===== config.mk =====
export PLATFORM = sky130hd
export DESIGN_NAME = wb_mem_drain
export DESIGN_NICKNAME = d
export VERILOG_FILES = /design/src/rtl/wb_drain_pkg.sv /design/src/rtl/wb_lowest_set.sv /design/src/rtl/wb_mem_drain.sv
export SDC_FILE = /design/constraint.sdc
export NUM_CORES = 1
export LEC_CHECK = 0
export ABC_AREA = 0
export CORE_MARGIN = 4
export CORE_UTILIZATION = 29
export CTS_CLUSTER_SIZE = 10
export DETAILED_ROUTE_END_ITERATION = 8
export GPL_TIMING_DRIVEN = 0
export HOLD_SLACK_MARGIN = 0.12
export SYNTH_ARGS = -nofsm -noshare
export SYNTH_HDL_FRONTEND = slang
export SYNTH_SLANG_ARGS = --single-unit

===== constraint.sdc =====
create_clock -name clk -period 14.4 [get_ports clk]
set_clock_uncertainty 0.05 [all_clocks]
set_input_delay 2.88 -clock clk [delete_from_list [all_inputs] [get_ports clk]]
set_output_delay 2.88 -clock clk [all_outputs]
set_load 0.05 [all_outputs]

===== src/rtl/wb_drain_pkg.sv =====
// Shared types and constants for the write-buffer drain stage.
//
// Contents:
//   drain_state_t - drain FSM state encoding
//   WORDS_DEF     - default number of words per buffer line
//   IDX_W         - word index width for the default line size
package wb_drain_pkg;

    typedef enum logic [1:0] {
        IDLE   = 2'd0,
        ISSUE  = 2'd1,
        DONE   = 2'd2,
        SETTLE = 2'd3
    } drain_state_t;

    localparam int WORDS_DEF = 4;
    localparam int IDX_W     = $clog2(WORDS_DEF);

endpackage


===== src/rtl/wb_lowest_set.sv =====
// Combinational priority encoder. Returns the index of the lowest set bit
// of a word-valid mask. It is used to pick the next word of a line to write.
//
// Ports:
//   mask  in   WORDS  per-word valid bits
//   idx   out  IDX_W  index of the lowest set bit (0 when mask is zero)
//   any   out  1      mask has at least one bit set
module wb_lowest_set #(
    parameter int WORDS = 4,
    parameter int IDX_W = 2
) (
    input  logic [WORDS-1:0] mask,
    output logic [IDX_W-1:0] idx,
    output logic             any
);

    // Scanning from the top down lets the lowest set bit win.
    always_comb begin
        idx = '0;
        any = 1'b0;
        for (int i = WORDS - 1; i >= 0; i--) begin
            if (mask[i]) begin
                idx = IDX_W'(i);
                any = 1'b1;
            end
        end
    end

endmodule


===== src/rtl/wb_mem_drain.sv =====
// Write-buffer drain stage. It snapshots the head line presented by the
// write buffer and writes each valid word to memory, one word per req/ack
// transaction. It then pulses line_done for one cycle so the buffer can
// retire the head entry.
//
// Build option: define WB_DRAIN_TIMEOUT_EN to abandon a word after
// TIMEOUT_CYCLES cycles without mem_ack. In that case the sticky
// err_timeout flag is set. When the macro is undefined, the drain waits
// for mem_ack indefinitely and err_timeout is tied low.
//
// Ports:
//   clk, rst      clock, asynchronous active-high reset
//   line_pending  in   buffer holds a line (head is valid)
//   line_addr     in   per-word addresses of the head line
//   line_data     in   per-word data of the head line
//   line_wvalid   in   per-word valid bits of the head line
//   line_done     out  one-cycle pulse, head line fully written
//   mem_req       out  memory write request
//   mem_we        out  write enable (mirrors mem_req)
//   mem_addr      out  write address
//   mem_wdata     out  write data
//   mem_ack       in   memory accepted the current word
//   busy          out  drain is not idle
//   err_timeout   out  sticky timeout flag
//
// state  | meaning
// -------+----------------------------------------------------------
// IDLE   | wait for line_pending, snapshot the head line
// ISSUE  | present the lowest remaining word until it is acked
// DONE   | line_done pulse
// SETTLE | one idle cycle while the buffer advances its head
module wb_mem_drain
    import wb_drain_pkg::*;
#(
    parameter int WORDS          = WORDS_DEF,
    parameter int ADDR_W         = 32,
    parameter int DATA_W         = 32,
    parameter int TIMEOUT_CYCLES = 255
) (
    input  logic                          clk,
    input  logic                          rst,
    input  logic                          line_pending,
    input  logic [WORDS-1:0][ADDR_W-1:0]  line_addr,
    input  logic [WORDS-1:0][DATA_W-1:0]  line_data,
    input  logic [WORDS-1:0]              line_wvalid,
    output logic                          line_done,
    output logic                          mem_req,
    output logic                          mem_we,
    output logic [ADDR_W-1:0]             mem_addr,
    output logic [DATA_W-1:0]             mem_wdata,
    input  logic                          mem_ack,
    output logic                          busy,
    output logic                          err_timeout
);

    localparam int SEL_W = (WORDS > 1) ? $clog2(WORDS) : 1;

    drain_state_t                 state;
    logic [WORDS-1:0][ADDR_W-1:0] snap_addr;
    logic [WORDS-1:0][DATA_W-1:0] snap_data;
    logic [WORDS-1:0]             snap_mask;
    logic [SEL_W-1:0]             cur_idx;

    logic [WORDS-1:0]             mask_left;
    logic [WORDS-1:0]             enc_mask;
    logic [SEL_W-1:0]             sel_idx;
    logic                         sel_any;
    logic                         tmo_hit;

    // One encoder serves both cases. In IDLE it picks the first word of the
    // incoming line. In ISSUE it picks the word that follows the current one.
    assign mask_left = snap_mask & ~(WORDS'(1) << cur_idx);
    assign enc_mask  = (state == IDLE) ? line_wvalid : mask_left;

    wb_lowest_set #(
        .WORDS (WORDS),
        .IDX_W (SEL_W)
    ) u_sel (
        .mask (enc_mask),
        .idx  (sel_idx),
        .any  (sel_any)
    );

`ifdef WB_DRAIN_TIMEOUT_EN
    localparam int TMO_W = $clog2(TIMEOUT_CYCLES + 1);

    logic [TMO_W-1:0] wait_cnt;
    logic             err_q;

    // The down-counter is reloaded whenever no word is waiting. Terminal
    // count 1 means the word has been presented TIMEOUT_CYCLES cycles.
    assign tmo_hit = (state == ISSUE) && mem_req && !mem_ack && (wait_cnt == TMO_W'(1));

    always_ff @(posedge clk or posedge rst) begin
        if (rst) begin
            wait_cnt <= TMO_W'(TIMEOUT_CYCLES);
            err_q    <= 1'b0;
        end else begin
            if ((state != ISSUE) || !mem_req || mem_ack || tmo_hit)
                wait_cnt <= TMO_W'(TIMEOUT_CYCLES);
            else
                wait_cnt <= wait_cnt - TMO_W'(1);
            if (tmo_hit)
                err_q <= 1'b1;
        end
    end

    assign err_timeout = err_q;
`else
    logic unused_timeout;

    assign tmo_hit        = 1'b0;
    assign err_timeout    = 1'b0;
    assign unused_timeout = (TIMEOUT_CYCLES == 0);
`endif

    always_ff @(posedge clk or posedge rst) begin
        if (rst) begin
            state     <= IDLE;
            snap_addr <= '0;
            snap_data <= '0;
            snap_mask <= '0;
            cur_idx   <= '0;
            line_done <= 1'b0;
            mem_req   <= 1'b0;
            mem_we    <= 1'b0;
            mem_addr  <= '0;
            mem_wdata <= '0;
            busy      <= 1'b0;
        end else begin
            case (state)
                IDLE: begin
                    if (line_pending) begin
                        snap_addr <= line_addr;
                        snap_data <= line_data;
                        snap_mask <= line_wvalid;
                        busy      <= 1'b1;
                        if (sel_any) begin
                            // The first word comes straight from the inputs.
                            // The snapshot is only loaded on this same edge.
                            state     <= ISSUE;
                            cur_idx   <= sel_idx;
                            mem_req   <= 1'b1;
                            mem_we    <= 1'b1;
                            mem_addr  <= line_addr[sel_idx];
                            mem_wdata <= line_data[sel_idx];
                        end else begin
                            state     <= DONE;
                            line_done <= 1'b1;
                        end
                    end
                end

                ISSUE: begin
                    if (!mem_req) begin
                        // Re-raise the request after a dropped (abandoned) word.
                        mem_req <= 1'b1;
                        mem_we  <= 1'b1;
                    end else if (mem_ack || tmo_hit) begin
                        snap_mask <= mask_left;
                        if (sel_any) begin
                            cur_idx   <= sel_idx;
                            mem_addr  <= snap_addr[sel_idx];
                            mem_wdata <= snap_data[sel_idx];
                            if (tmo_hit) begin
                                mem_req <= 1'b0;
                                mem_we  <= 1'b0;
                            end
                        end else begin
                            state     <= DONE;
                            mem_req   <= 1'b0;
                            mem_we    <= 1'b0;
                            line_done <= 1'b1;
                        end
                    end
                end

                DONE: begin
                    line_done <= 1'b0;
                    state     <= SETTLE;
                end

                SETTLE: begin
                    busy  <= 1'b0;
                    state <= IDLE;
                end

                default: state <= IDLE;
            endcase
        end
    end

endmodule


==> results of run 1 <==
sequential cells by signal (all words and copies together), names as in the netlist, 2 cells and up:
name	count
snap_mask	4
mem_wdata	32
snap_data	128
snap_addr	128
state	2
mem_addr	32
cur_idx	2
final timing paths:
path	start	cells after the start	end	slack, ns
worst min-delay path	snap_mask[2]	1	snap_mask[2]	0.44
worst min register to register	snap_mask[2]	1	snap_mask[2]	0.44
worst max-delay path	line_wvalid[0]	9	mem_addr[25]	8.66
min in group asynchronous	rst	2	snap_addr[78]	2.74
worst max register to register	state[0]	11	mem_addr[25]	10.59
max in group asynchronous	rst	4	snap_data[103]	9.93
area by class of cell:
type	count	area, um2
sequential	332	8308
clock buffer	57	1209
tap	756	945.9
buffer	136	573.1
timing repair buffer	333	3368
fill	5394	34360
multi-input combinational	959	7478
antenna	9	22.52
clock inverter	2	17.52
inverter	54	210.2
Yosys cell counts, types with 7 or more instances:
library cell / number
o211ai_1: 15
mux2_2: 257
a22o_1: 53
buf_1: 7
clkbuf_1: 85
nand3_1: 69
a222oi_1: 47
o21ai_1: 13
a21oi_1: 28
a221o_1: 15
a311oi_1: 47
a211oi_1: 15
nor2_1: 89
buf_2: 41
inv_1: 54
a31oi_1: 15
o21ai_0: 43
a21boi_0: 48
a2111oi_0: 62
nand2_1: 86
dfrtp_1: 332
and3_1: 16
metal layers:
| metal | up-vias | wire (um) | part of all wire, % | global-route usage, % |
|---|---|---|---|---|
| li1 | 6394 | - | - | - |
| met1 | 7482 | 29180 | 41 | 29.41 |
| met2 | 741 | 32670 | 46 | 35.89 |
| met3 | 142 | 6455 | 9.1 | 6.051 |
| met4 | 4 | 2362 | 3.3 | 8.093 |
| met5 | - | 25 | 0.035 | 0 |
power groups by stage:
stage | logic [mW] | clock network, mW | registers (mW)
6_report | 3.45 | 0.980 | 1.70
5_1_grt | 3.69 | 1.04 | 1.75
4_1_cts | 3.45 | 0.998 | 1.69
3_5_place_dp | 3.45 | 0 | 1.70
3_3_place_gp | 3.39 | 0 | 1.69
2_1_floorplan | 1.87 | 0 | 1.97
per-stage QoR:
step / instances / util (%) / TNS, ns / setup WS (ns) / area [um2]
2_1_floorplan: 1481 / - / 0 / 2.274 / 16560
3_3_place_gp: 2568 / 36.85 / -707.94 / -2.193 / 20820
3_5_place_dp: 2570 / 36.97 / 0 / 8.134 / 20880
4_1_cts: 2629 / 39.14 / 0 / 8.733 / 22110
5_1_grt: 2633 / 39.15 / 0 / 8.588 / 22120
6_report: 2638 / 39.18 / 0 / 8.657 / 22130
logic make-up after synthesis:
| logic type | count (synthesis) | share of synthesized area (%) |
|---|---|---|
| mux | 262 | 17.78 |
| flops | 332 | 50.16 |
| compound gates | 414 | 19.63 |
| buf+inv | 190 | 4.684 |
| other cells | 1 | 0.02264 |
| fa+ha+maj | 4 | 0.3022 |
| simple gates | 278 | 7.419 |
worst max-delay path, delay by kind of cell:
| family | cells | cell delay, ns |
|---|---|---|
| compound gates | 3 | 0.72 |
| buf+inv | 3 | 1.57 |
| simple gates | 3 | 0.96 |
==> impl_metrics.prom, run 1 <==
# TYPE chip_impl_metric gauge
chip_impl_info{name="synth_flop_cell",value="dfrtp_1"} 1
chip_impl_metric{name="power.ir.vdd_worst",unit="uV"} 133.7
chip_impl_metric{name="initial_utilization",unit="%"} 29.32
chip_impl_metric{name="cts_hold_repair_buffers",unit=""} 0
chip_impl_metric{name="layout-drive-gt1-share",unit="%"} 19.49
chip_impl_metric{name="cts_sinks",unit=""} 332
chip_impl_info{name="run_status",value="finished, final reports clean"} 1
chip_impl_metric{name="switching_power",unit="mW"} 2.854
chip_impl_metric{name="grt_pass1_wl",unit="um"} 101800
chip_impl_info{name="most-common-layout-cells",value="dfrtp_1, clkdlybuf4s50_1, mux2_2"} 1
chip_impl_metric{name="die_h",unit="um"} 247.0
chip_impl_metric{name="syn2layout_area_growth",unit="%"} 33.63
chip_impl_metric{name="place.gp.congestion",unit=""} 0.8590
chip_impl_metric{name="clkSlewWorstSetupHoldPaths",unit="ns"} 0.05
chip_impl_metric{name="routed-via-count",unit=""} 14760
chip_impl_metric{name="postCtsSetupBuffers",unit=""} 0
chip_impl_metric{name="worst-endpoint-required",unit="ns"} 14.81
chip_impl_info{name="unrepaired_setup_endpoints_after_global_routing",value="no"} 1
chip_impl_metric{name="netlist.area_leader.share",unit="%"} 50.16
chip_impl_metric{name="pin_count",unit=""} 333
chip_impl_metric{name="report.final.setup_viol",unit=""} 0
chip_impl_metric{name="drtAntennaViolNets",unit=""} 0
chip_impl_metric{name="htreeDepth",unit=""} 2
chip_impl_metric{name="seq_area_frac_synth",unit="%"} 50.16
chip_impl_metric{name="slew_headroom",unit="%"} 26.10
chip_impl_info{name="crit_path_end_kind",value="flip-flop"} 1
chip_impl_metric{name="drt_first_iter_violations",unit=""} 1550
chip_impl_metric{name="static-leakage-power",unit="nW"} 8.877
chip_impl_metric{name="power.share.clock",unit="%"} 16.0
chip_impl_metric{name="tightestPinTransition",unit="ns"} 1.108
chip_impl_metric{name="antenna_violations_before_repair",unit=""} 9
chip_impl_metric{name="drt-total-wl",unit="um"} 70700
chip_impl_metric{name="cts_inserted_buffers",unit=""} 41
chip_impl_info{name="crit_path_cell_trace",value="clkdlybuf4s50_1 -> nand2_1 -> o21a_1 -> nand2_1 -> nor2_1 -> clkbuf_1 -> buf_2 -> a2111oi_0 -> a311oi_1"} 1
chip_impl_metric{name="drv_slew",unit=""} 0
chip_impl_info{name="cts_tree",value="built"} 1
chip_impl_metric{name="grt_pass1_vias",unit=""} 15360
chip_impl_metric{name="clk-insertion-delay-late",unit="ns"} 0.56
chip_impl_metric{name="core-area",unit="um2"} 56500
chip_impl_metric{name="finalNetCount",unit=""} 2125
chip_impl_info{name="hold_path.class",value="reg2reg"} 1
chip_impl_metric{name="std_cell_rows",unit=""} 87
chip_impl_metric{name="pwr-share-comb",unit="%"} 56.3
chip_impl_metric{name="cap_viol_max_count",unit=""} 0
chip_impl_metric{name="netlist_instances",unit=""} 1481
chip_impl_metric{name="syn-num-nets",unit=""} 1749
chip_impl_metric{name="timing.fmax",unit="GHz"} 0.1741
chip_impl_metric{name="viasPerCell",unit=""} 5.596
chip_impl_metric{name="layout_min_cycle_time",unit="ns"} 5.743
chip_impl_metric{name="swShare",unit="%"} 46.55
chip_impl_metric{name="seq_pwr_share",unit="%"} 27.7
chip_impl_metric{name="postCtsResizedCells",unit=""} 0
chip_impl_info{name="worstSetupStartpointType",value="primary input"} 1
chip_impl_metric{name="async_flop_share",unit="%"} 100.0
chip_impl_metric{name="max_stage_delay",unit="ns"} 0.65
chip_impl_metric{name="timing.final.hold_violations",unit=""} 0
chip_impl_metric{name="placement.io_buffers",unit=""} 331
chip_impl_metric{name="edff_count_synth",unit=""} 0
chip_impl_metric{name="die-area",unit="um2"} 61000
chip_impl_info{name="cts_root_buf",value="clkbuf_16"} 1
chip_impl_metric{name="post-dp-hpwl",unit="um"} 50220
chip_impl_metric{name="finalCritPeriodShare",unit="%"} 39.88
chip_impl_metric{name="clock_path_buffers",unit=""} 3
chip_impl_metric{name="largest_net_degree_at_the_start_of_global_routing",unit=""} 127
chip_impl_info{name="layout_commonest_cell",value="dfrtp_1"} 1
chip_impl_metric{name="worst_hold_slack",unit="ns"} 0.4438
chip_impl_metric{name="synth_cell_types",unit=""} 44
chip_impl_metric{name="chipWidth",unit="um"} 247.0
chip_impl_metric{name="timing.critical_path.fanout_max",unit=""} 10
chip_impl_metric{name="synth_warnings",unit=""} 0
chip_impl_metric{name="grt-ovfl-total",unit=""} 0
chip_impl_info{name="critPathMostFrequentCell",value="nand2_1"} 1
chip_impl_info{name="synth_top_area_cell",value="dfrtp_1"} 1
chip_impl_metric{name="post_synthesis_instance_area",unit="um2"} 16560
chip_impl_info{name="slowest_stage",value="nor2_1"} 1
chip_impl_metric{name="route.detailed.drc",unit=""} 0
chip_impl_metric{name="power.density",unit="nW/um2"} 277.0
chip_impl_metric{name="route.detailed.wl_per_inst",unit="um"} 26.80
chip_impl_metric{name="p_int",unit="mW"} 3.277
chip_impl_info{name="synth.top_cells.by_area",value="dfrtp_1, mux2_2, a2111oi_0"} 1
chip_impl_metric{name="synthesis.area_per_instance",unit="um2"} 11.18
chip_impl_metric{name="number_of_synthesized_register_bits",unit=""} 332
chip_impl_metric{name="total_power",unit="mW"} 6.131
chip_impl_metric{name="arrival",unit="ns"} 6.15
chip_impl_info{name="worstSetupPathType",value="in2reg"} 1
chip_impl_metric{name="drt-pass1-iter-count",unit=""} 9
chip_impl_metric{name="grt.total_usage",unit="%"} 22.49
Power figures use the tool's default switching activity.
==> run 2, diff against run 1 <==
==> constraint.sdc (replaced) <==
create_clock -name clk -period 5.8 [get_ports clk]
set_clock_uncertainty 0.05 [all_clocks]
set_input_delay 1.16 -clock clk [delete_from_list [all_inputs] [get_ports clk]]
set_output_delay 1.16 -clock clk [all_outputs]
set_load 0.05 [all_outputs]
==> run 2 against run 1 <==
Combinational power rose to 2.5 times the previous value. Flip-flop and latch count did not move. Non-clock buffer count increased by 7. Register-to-register slack lost 8.6 ns. Critical path depth is 2 lower. Die area stayed put. Clock power grew 140%. Worst setup slack worse by 6.8 ns. Final cell count grew 0.30%. Total power grew 150%. Sequential power up 150%.
==> impl_metrics.prom, run 2 (synthesized netlist as in run 1, its figures left out) <==
# TYPE chip_impl_metric gauge
chip_impl_info{name="run_status",value="finished, final reports clean"} 1
chip_impl_metric{name="postCtsSetupBuffers",unit=""} 0
chip_impl_metric{name="viasPerCell",unit=""} 5.638
chip_impl_metric{name="clock_path_buffers",unit=""} 3
chip_impl_metric{name="drt-pass1-iter-count",unit=""} 6
chip_impl_metric{name="gr-usage-met2",unit="%"} 36.29
chip_impl_metric{name="finish.cell_count_without_fillers",unit=""} 2646
chip_impl_metric{name="cap_viol_max_count",unit=""} 0
chip_impl_metric{name="static-leakage-power",unit="nW"} 8.899
chip_impl_metric{name="placement.io_buffers",unit=""} 331
chip_impl_metric{name="switching_power",unit="mW"} 7.129
chip_impl_metric{name="route.detailed.drc",unit=""} 0
chip_impl_metric{name="route.detailed.wl_per_inst",unit="um"} 27.00
chip_impl_metric{name="cts_hold_repair_buffers",unit=""} 0
chip_impl_info{name="cts_root_buf",value="clkbuf_16"} 1
chip_impl_metric{name="globalRouteMet3Util",unit="%"} 4.196
chip_impl_metric{name="placed_cells_incl_taps",unit=""} 2577
chip_impl_metric{name="tightestPinTransition",unit="ns"} 1.099
chip_impl_metric{name="initial_utilization",unit="%"} 29.32
chip_impl_metric{name="drtAntennaViolNets",unit=""} 0
chip_impl_metric{name="pwr-share-comb",unit="%"} 56.7
chip_impl_metric{name="report.final.setup_viol",unit=""} 0
chip_impl_metric{name="chipWidth",unit="um"} 247.0
chip_impl_metric{name="finalCritPeriodShare",unit="%"} 68.80
chip_impl_metric{name="largest_net_degree_at_the_start_of_global_routing",unit=""} 42
chip_impl_info{name="hold_path.class",value="reg2reg"} 1
chip_impl_metric{name="power.ir.vdd_worst",unit="uV"} 335.4
chip_impl_info{name="worstSetupStartpointType",value="primary input"} 1
chip_impl_info{name="crit_path_end_kind",value="flip-flop"} 1
chip_impl_metric{name="timing.fmax",unit="GHz"} 0.2506
chip_impl_metric{name="core-area",unit="um2"} 56500
chip_impl_metric{name="clkSlewWorstSetupHoldPaths",unit="ns"} 0.05
chip_impl_metric{name="grt-ovfl-total",unit=""} 0
chip_impl_metric{name="routed-via-count",unit=""} 14920
chip_impl_metric{name="syn2layout_area_growth",unit="%"} 34.02
chip_impl_metric{name="layout_min_cycle_time",unit="ns"} 3.990
chip_impl_metric{name="die-area",unit="um2"} 61000
chip_impl_info{name="unrepaired_setup_endpoints_after_global_routing",value="no"} 1
chip_impl_info{name="worstSetupPathType",value="in2reg"} 1
chip_impl_metric{name="grt_pass1_vias",unit=""} 15400
chip_impl_info{name="most-common-layout-cells",value="dfrtp_1, clkdlybuf4s50_1, mux2_2"} 1
chip_impl_metric{name="swShare",unit="%"} 46.84
chip_impl_metric{name="worst-endpoint-required",unit="ns"} 6.18
chip_impl_metric{name="postCtsResizedCells",unit=""} 0
chip_impl_metric{name="drt_first_iter_violations",unit=""} 1745
chip_impl_info{name="cts_tree",value="built"} 1
chip_impl_metric{name="worst_hold_slack",unit="ns"} 0.4450
chip_impl_metric{name="grt_use_met1",unit="%"} 31.00
chip_impl_metric{name="layout-drive-gt1-share",unit="%"} 19.48
chip_impl_metric{name="die_h",unit="um"} 247.0
chip_impl_metric{name="timing.final.hold_violations",unit=""} 0
chip_impl_metric{name="htreeDepth",unit=""} 2
chip_impl_info{name="biggestRegsByFlops",value="snap_addr x128, snap_data x128"} 1
chip_impl_metric{name="worstHoldPathCells",unit=""} 1
chip_impl_metric{name="cts_inserted_buffers",unit=""} 41
chip_impl_metric{name="post-dp-hpwl",unit="um"} 51080
chip_impl_metric{name="ff_latch_area",unit="um2"} 8308
chip_impl_metric{name="power.share.clock",unit="%"} 15.5
chip_impl_metric{name="number_of_filler_cells_placed_in_the_layout",unit=""} 5410
chip_impl_metric{name="finalNetCount",unit=""} 2132
chip_impl_info{name="layout_commonest_cell",value="dfrtp_1"} 1
chip_impl_metric{name="pin_count",unit=""} 333
chip_impl_metric{name="seq_pwr_share",unit="%"} 27.8
chip_impl_metric{name="multi_input_area",unit="um2"} 7478
chip_impl_metric{name="cts_sinks",unit=""} 332
chip_impl_metric{name="p_int",unit="mW"} 8.091
chip_impl_metric{name="grt_pass1_wl",unit="um"} 102900
chip_impl_metric{name="grt.total_usage",unit="%"} 22.65
chip_impl_metric{name="r2r_cells",unit=""} 9
chip_impl_metric{name="std_cell_rows",unit=""} 87
chip_impl_metric{name="drv_slew",unit=""} 0
chip_impl_metric{name="place.gp.congestion",unit=""} 0.8596
chip_impl_metric{name="clk-insertion-delay-late",unit="ns"} 0.56
chip_impl_metric{name="drt-total-wl",unit="um"} 71440
chip_impl_metric{name="timing.critical_path.fanout_max",unit=""} 10
chip_impl_metric{name="slew_headroom",unit="%"} 26.75
chip_impl_info{name="busiest_layer",value="met2"} 1
chip_impl_metric{name="antenna_violations_before_repair",unit=""} 7
chip_impl_metric{name="layout.core_utilization",unit="%"} 39.29
chip_impl_metric{name="power.density",unit="nW/um2"} 685.7
chip_impl_metric{name="arrival",unit="ns"} 4.37
==> run 2: cell count changes in the layout (fill, tap and decap cells not counted) <==
cell,previous run,this run
buf_12,0,9
clkbuf_1,91,100
clkbuf_8,8,3
diode_2,9,6
buf_16,2,0
clkbuf_16,43,41
bufinv_16,0,1
clkinv_2,0,1
clkinv_4,1,0
clkinvlp_4,0,1
inv_6,1,2
inv_8,1,0
==> run 2: power groups by stage <==
stage	clock [mW]	sequential [mW]	combinational, mW
detailed placement	0	4.23	8.56
floorplan	0	4.88	4.64
finish	2.36	4.23	8.63
global placement	0	4.19	8.43
global route	2.50	4.34	9.18
CTS	2.41	4.20	8.58
==> run 2: worst paths after layout <==
check                                from       endpoint  slack [ns]
max reg2reg                      state[0]  mem_wdata[25]        1.98
max                        line_wvalid[3]  mem_wdata[25]        1.81
min reg2reg                  snap_mask[2]   snap_mask[2]        0.45
min                          snap_mask[2]   snap_mask[2]        0.45
max in group asynchronous             rst  snap_data[24]        3.22
min in group asynchronous             rst  mem_wdata[31]        1.01
==> run 2: metrics by stage <==
step           area (um2)  worst slack (ns)  TNS [ns]  power (mW)
2_1_floorplan       16570            0.1554         0       9.525
3_3_place_gp        20830            -2.344   -756.87       12.62
3_5_place_dp        21010             1.292         0       12.80
4_1_cts             22180             1.897         0       15.19
5_1_grt             22190             1.736         0       16.03
6_report            22200             1.810         0       15.22
==> run 2: layout make-up <==
| class | count | area share [%] |
|---|---|---|
| clock inverter | 4 | 0.2368 |
| clock buffer | 59 | 5.062 |
| inverter | 54 | 0.9301 |
| sequential | 332 | 37.43 |
| antenna | 6 | 0.06764 |
| tap | 756 | 4.262 |
| timing repair buffer | 340 | 15.74 |
| multi-input combinational | 959 | 33.69 |
| buffer | 136 | 2.582 |
==> run 2: routing by layer <==
metal  vias to the layer above  routed length, um
met4                         6               2122
met1                      7624              30740
li1                       6396                  -
met2                       752              33140
met5                         -                 41
met3                       141               5389
==> run 2: critical path, cell delays in order <==
cell and delay, ns:
clkdlybuf4s50_1 0.45, a22oi_2 0.42, nand4_1 0.33, nand3_1 0.91, clkbuf_1 0.55, a2111oi_0 0.19, a311oi_1 0.34
==> run 3, diff against run 2 <==
==> constraint.sdc (replaced) <==
create_clock -name clk -period 3.59 [get_ports clk]
set_clock_uncertainty 0.05 [all_clocks]
set_input_delay 0.718 -clock clk [delete_from_list [all_inputs] [get_ports clk]]
set_output_delay 0.718 -clock clk [all_outputs]
set_load 0.05 [all_outputs]
==> run 3 against run 2 <==
Design area rose by 0.15%. Critical path depth rose by 3. Global-route usage barely moved. Total power rose by 62%. Worst setup slack got worse by 1.7 ns. Combinational power rose by 62%. Die area did not move. Sequential share of layout area fell by 0.057 points. Critical path type is now reg2reg. Largest cell class unchanged.
==> impl_metrics.prom, run 3 (synthesized netlist as in run 1, its figures left out) <==
# TYPE chip_impl_metric gauge
chip_impl_metric{name="grt.total_usage",unit="%"} 22.65
chip_impl_metric{name="worst-endpoint-required",unit="ns"} 4.01
chip_impl_metric{name="antenna_violations_before_repair",unit=""} 7
chip_impl_metric{name="drt_first_iter_violations",unit=""} 1714
chip_impl_metric{name="timing.final.hold_violations",unit=""} 0
chip_impl_metric{name="swShare",unit="%"} 46.79
chip_impl_info{name="crit_path_end_kind",value="flip-flop"} 1
chip_impl_info{name="layout_commonest_cell",value="dfrtp_1"} 1
chip_impl_metric{name="grt_pass1_wl",unit="um"} 102900
chip_impl_metric{name="arrival",unit="ns"} 3.89
chip_impl_metric{name="timing.fmax",unit="GHz"} 0.2884
chip_impl_metric{name="initial_utilization",unit="%"} 29.32
chip_impl_info{name="run_status",value="finished, final reports clean"} 1
chip_impl_metric{name="power.density",unit="nW/um2"} 1107
chip_impl_metric{name="routed-via-count",unit=""} 14940
chip_impl_metric{name="drt-total-wl",unit="um"} 71400
chip_impl_metric{name="clock_path_buffers",unit=""} 3
chip_impl_metric{name="grt_pass1_vias",unit=""} 15410
chip_impl_metric{name="total_power",unit="mW"} 24.61
chip_impl_metric{name="seq_pwr_share",unit="%"} 27.8
chip_impl_metric{name="cts_sinks",unit=""} 332
chip_impl_metric{name="drv_slew",unit=""} 0
chip_impl_metric{name="die_h",unit="um"} 247.0
chip_impl_metric{name="p_int",unit="mW"} 13.10
chip_impl_metric{name="ff_latch_area",unit="um2"} 8308
chip_impl_metric{name="power.share.clock",unit="%"} 15.5
chip_impl_metric{name="std_cell_rows",unit=""} 87
chip_impl_metric{name="dp_worst_slack",unit="ns"} -0.4764
chip_impl_metric{name="power.ir.vdd_worst",unit="uV"} 542.8
chip_impl_metric{name="post-dp-hpwl",unit="um"} 51080
chip_impl_metric{name="drt-pass1-iter-count",unit=""} 6
chip_impl_info{name="worstSetupPathType",value="reg2reg"} 1
chip_impl_metric{name="pwr-share-comb",unit="%"} 56.8
chip_impl_metric{name="finalCritPeriodShare",unit="%"} 96.59
chip_impl_metric{name="placement.io_buffers",unit=""} 331
chip_impl_metric{name="cap_viol_max_count",unit=""} 0
chip_impl_metric{name="clk-insertion-delay-late",unit="ns"} 0.56
chip_impl_metric{name="layout_min_cycle_time",unit="ns"} 3.467
chip_impl_metric{name="static-leakage-power",unit="nW"} 8.923
chip_impl_metric{name="multi_input_area",unit="um2"} 7501
chip_impl_info{name="cts_root_buf",value="clkbuf_16"} 1
chip_impl_metric{name="clkSlewWorstSetupHoldPaths",unit="ns"} 0.06
chip_impl_info{name="hold_path.class",value="reg2reg"} 1
chip_impl_metric{name="tightestPinTransition",unit="ns"} 1.132
chip_impl_metric{name="grt-ovfl-total",unit=""} 0
chip_impl_metric{name="route.detailed.drc",unit=""} 0
chip_impl_metric{name="place.gp.congestion",unit=""} 0.8596
chip_impl_metric{name="slew_headroom",unit="%"} 24.55
chip_impl_metric{name="die-area",unit="um2"} 61000
chip_impl_metric{name="number_of_filler_cells_placed_in_the_layout",unit=""} 5403
chip_impl_metric{name="pin_count",unit=""} 333
chip_impl_metric{name="route.detailed.wl_per_inst",unit="um"} 26.98
chip_impl_metric{name="postCtsSetupBuffers",unit=""} 0
chip_impl_info{name="most-common-layout-cells",value="dfrtp_1, clkdlybuf4s50_1, mux2_2"} 1
chip_impl_info{name="cts_tree",value="built"} 1
chip_impl_metric{name="timing.critical_path.fanout_max",unit=""} 10
chip_impl_info{name="biggestRegsByFlops",value="snap_addr x128, snap_data x128"} 1
chip_impl_metric{name="worst_slack",unit="ns"} 0.1226
chip_impl_metric{name="switching_power",unit="mW"} 11.52
chip_impl_info{name="worstSetupStartpointType",value="flip-flop"} 1
chip_impl_metric{name="drtAntennaViolNets",unit=""} 0
chip_impl_metric{name="cts_inserted_buffers",unit=""} 41
chip_impl_info{name="unrepaired_setup_endpoints_after_global_routing",value="no"} 1
chip_impl_metric{name="largest_net_degree_at_the_start_of_global_routing",unit=""} 42
chip_impl_metric{name="cts_hold_repair_buffers",unit=""} 0
chip_impl_metric{name="chipWidth",unit="um"} 247.0
chip_impl_metric{name="syn2layout_area_growth",unit="%"} 34.22
chip_impl_metric{name="htreeDepth",unit=""} 2
chip_impl_metric{name="report.final.setup_viol",unit=""} 0
chip_impl_metric{name="layout-drive-gt1-share",unit="%"} 20.01
chip_impl_metric{name="finalNetCount",unit=""} 2132
chip_impl_metric{name="core-area",unit="um2"} 56500
chip_impl_metric{name="viasPerCell",unit=""} 5.646
[run 3: metrics by stage]
| stage | TNS, ns | cell area (um2) | instances | util (%) | hold WS (ns) |
|---|---|---|---|---|---|
| 3_5_place_dp | -17.51 | 21010 | 2577 | 37.18 | 0.4245 |
| 5_1_grt | 0 | 22230 | 2644 | 39.34 | 0.4554 |
| 3_3_place_gp | -1362.06 | 20830 | 2568 | 36.86 | 0.4251 |
| 6_report | 0 | 22230 | 2646 | 39.35 | 0.4456 |
| 2_1_floorplan | -535.40 | 16570 | 1481 | - | 0.4084 |
| 4_1_cts | 0 | 22200 | 2640 | 39.29 | 0.4493 |
[run 3: final timing paths]
kind                                   start              to  slack [ns]  cells after the start
min in group asynchronous                rst   mem_wdata[31]        0.56                      2
worst max register to register      state[1]    mem_addr[17]        0.12                     10
worst min register to register  snap_data[0]    snap_data[0]        0.45                      1
worst min-delay path            snap_data[0]    snap_data[0]        0.45                      1
worst max-delay path                state[1]    mem_addr[17]        0.12                     10
max in group asynchronous                rst  snap_data[123]        1.45                      6
[run 3: cell type report]
type | instances | share of cell area (%)
plain buffers | 136 | 2.628
clock buffers | 59 | 5.054
multi-input cells | 959 | 33.74
inverters | 54 | 0.9287
diodes | 6 | 0.06754
well taps | 756 | 4.255
flip-flops and latches | 332 | 37.37
clock inverters | 4 | 0.2364
repair buffers | 340 | 15.71
[run 3: repair_timing]
| item | 4_1_cts | 5_1_grt |
|---|---|---|
| cloned | 0 | 0 |
| gates resized for setup | 4 | 18 |
| setup endpoints to repair | 54 | 36 |
[run 3: critical path, cell delays in order, from the launching register on]
cell and delay (ns):
dfrtp_1 0.41, inv_1 0.16, ha_1 0.19, buf_2 0.23
buf_4 0.22, a22o_1 0.39, nand2_1 0.21, nor2_4 0.41
clkbuf_1 0.60, a2111oi_0 0.28, a211oi_1 0.25
[run 3: power groups by stage]
stage	Sequential (mW)	Combinational [mW]	Clock, mW
after global placement	6.77	13.6	0
after detailed placement	6.84	13.8	0
after global routing	7.01	14.9	4.04
final	6.83	14.0	3.81
after floorplan	7.89	7.50	0
after CTS	6.79	13.9	3.89
[run 3: per-layer routing]
layer  up-vias  part of all wire, %  track usage, %
met1      7628                   43           30.99
met5         -                0.057               0
li1       6401                    -               -
met2       756                   46           36.25
met3       148                  7.6           4.251
met4         6                  3.1           7.409
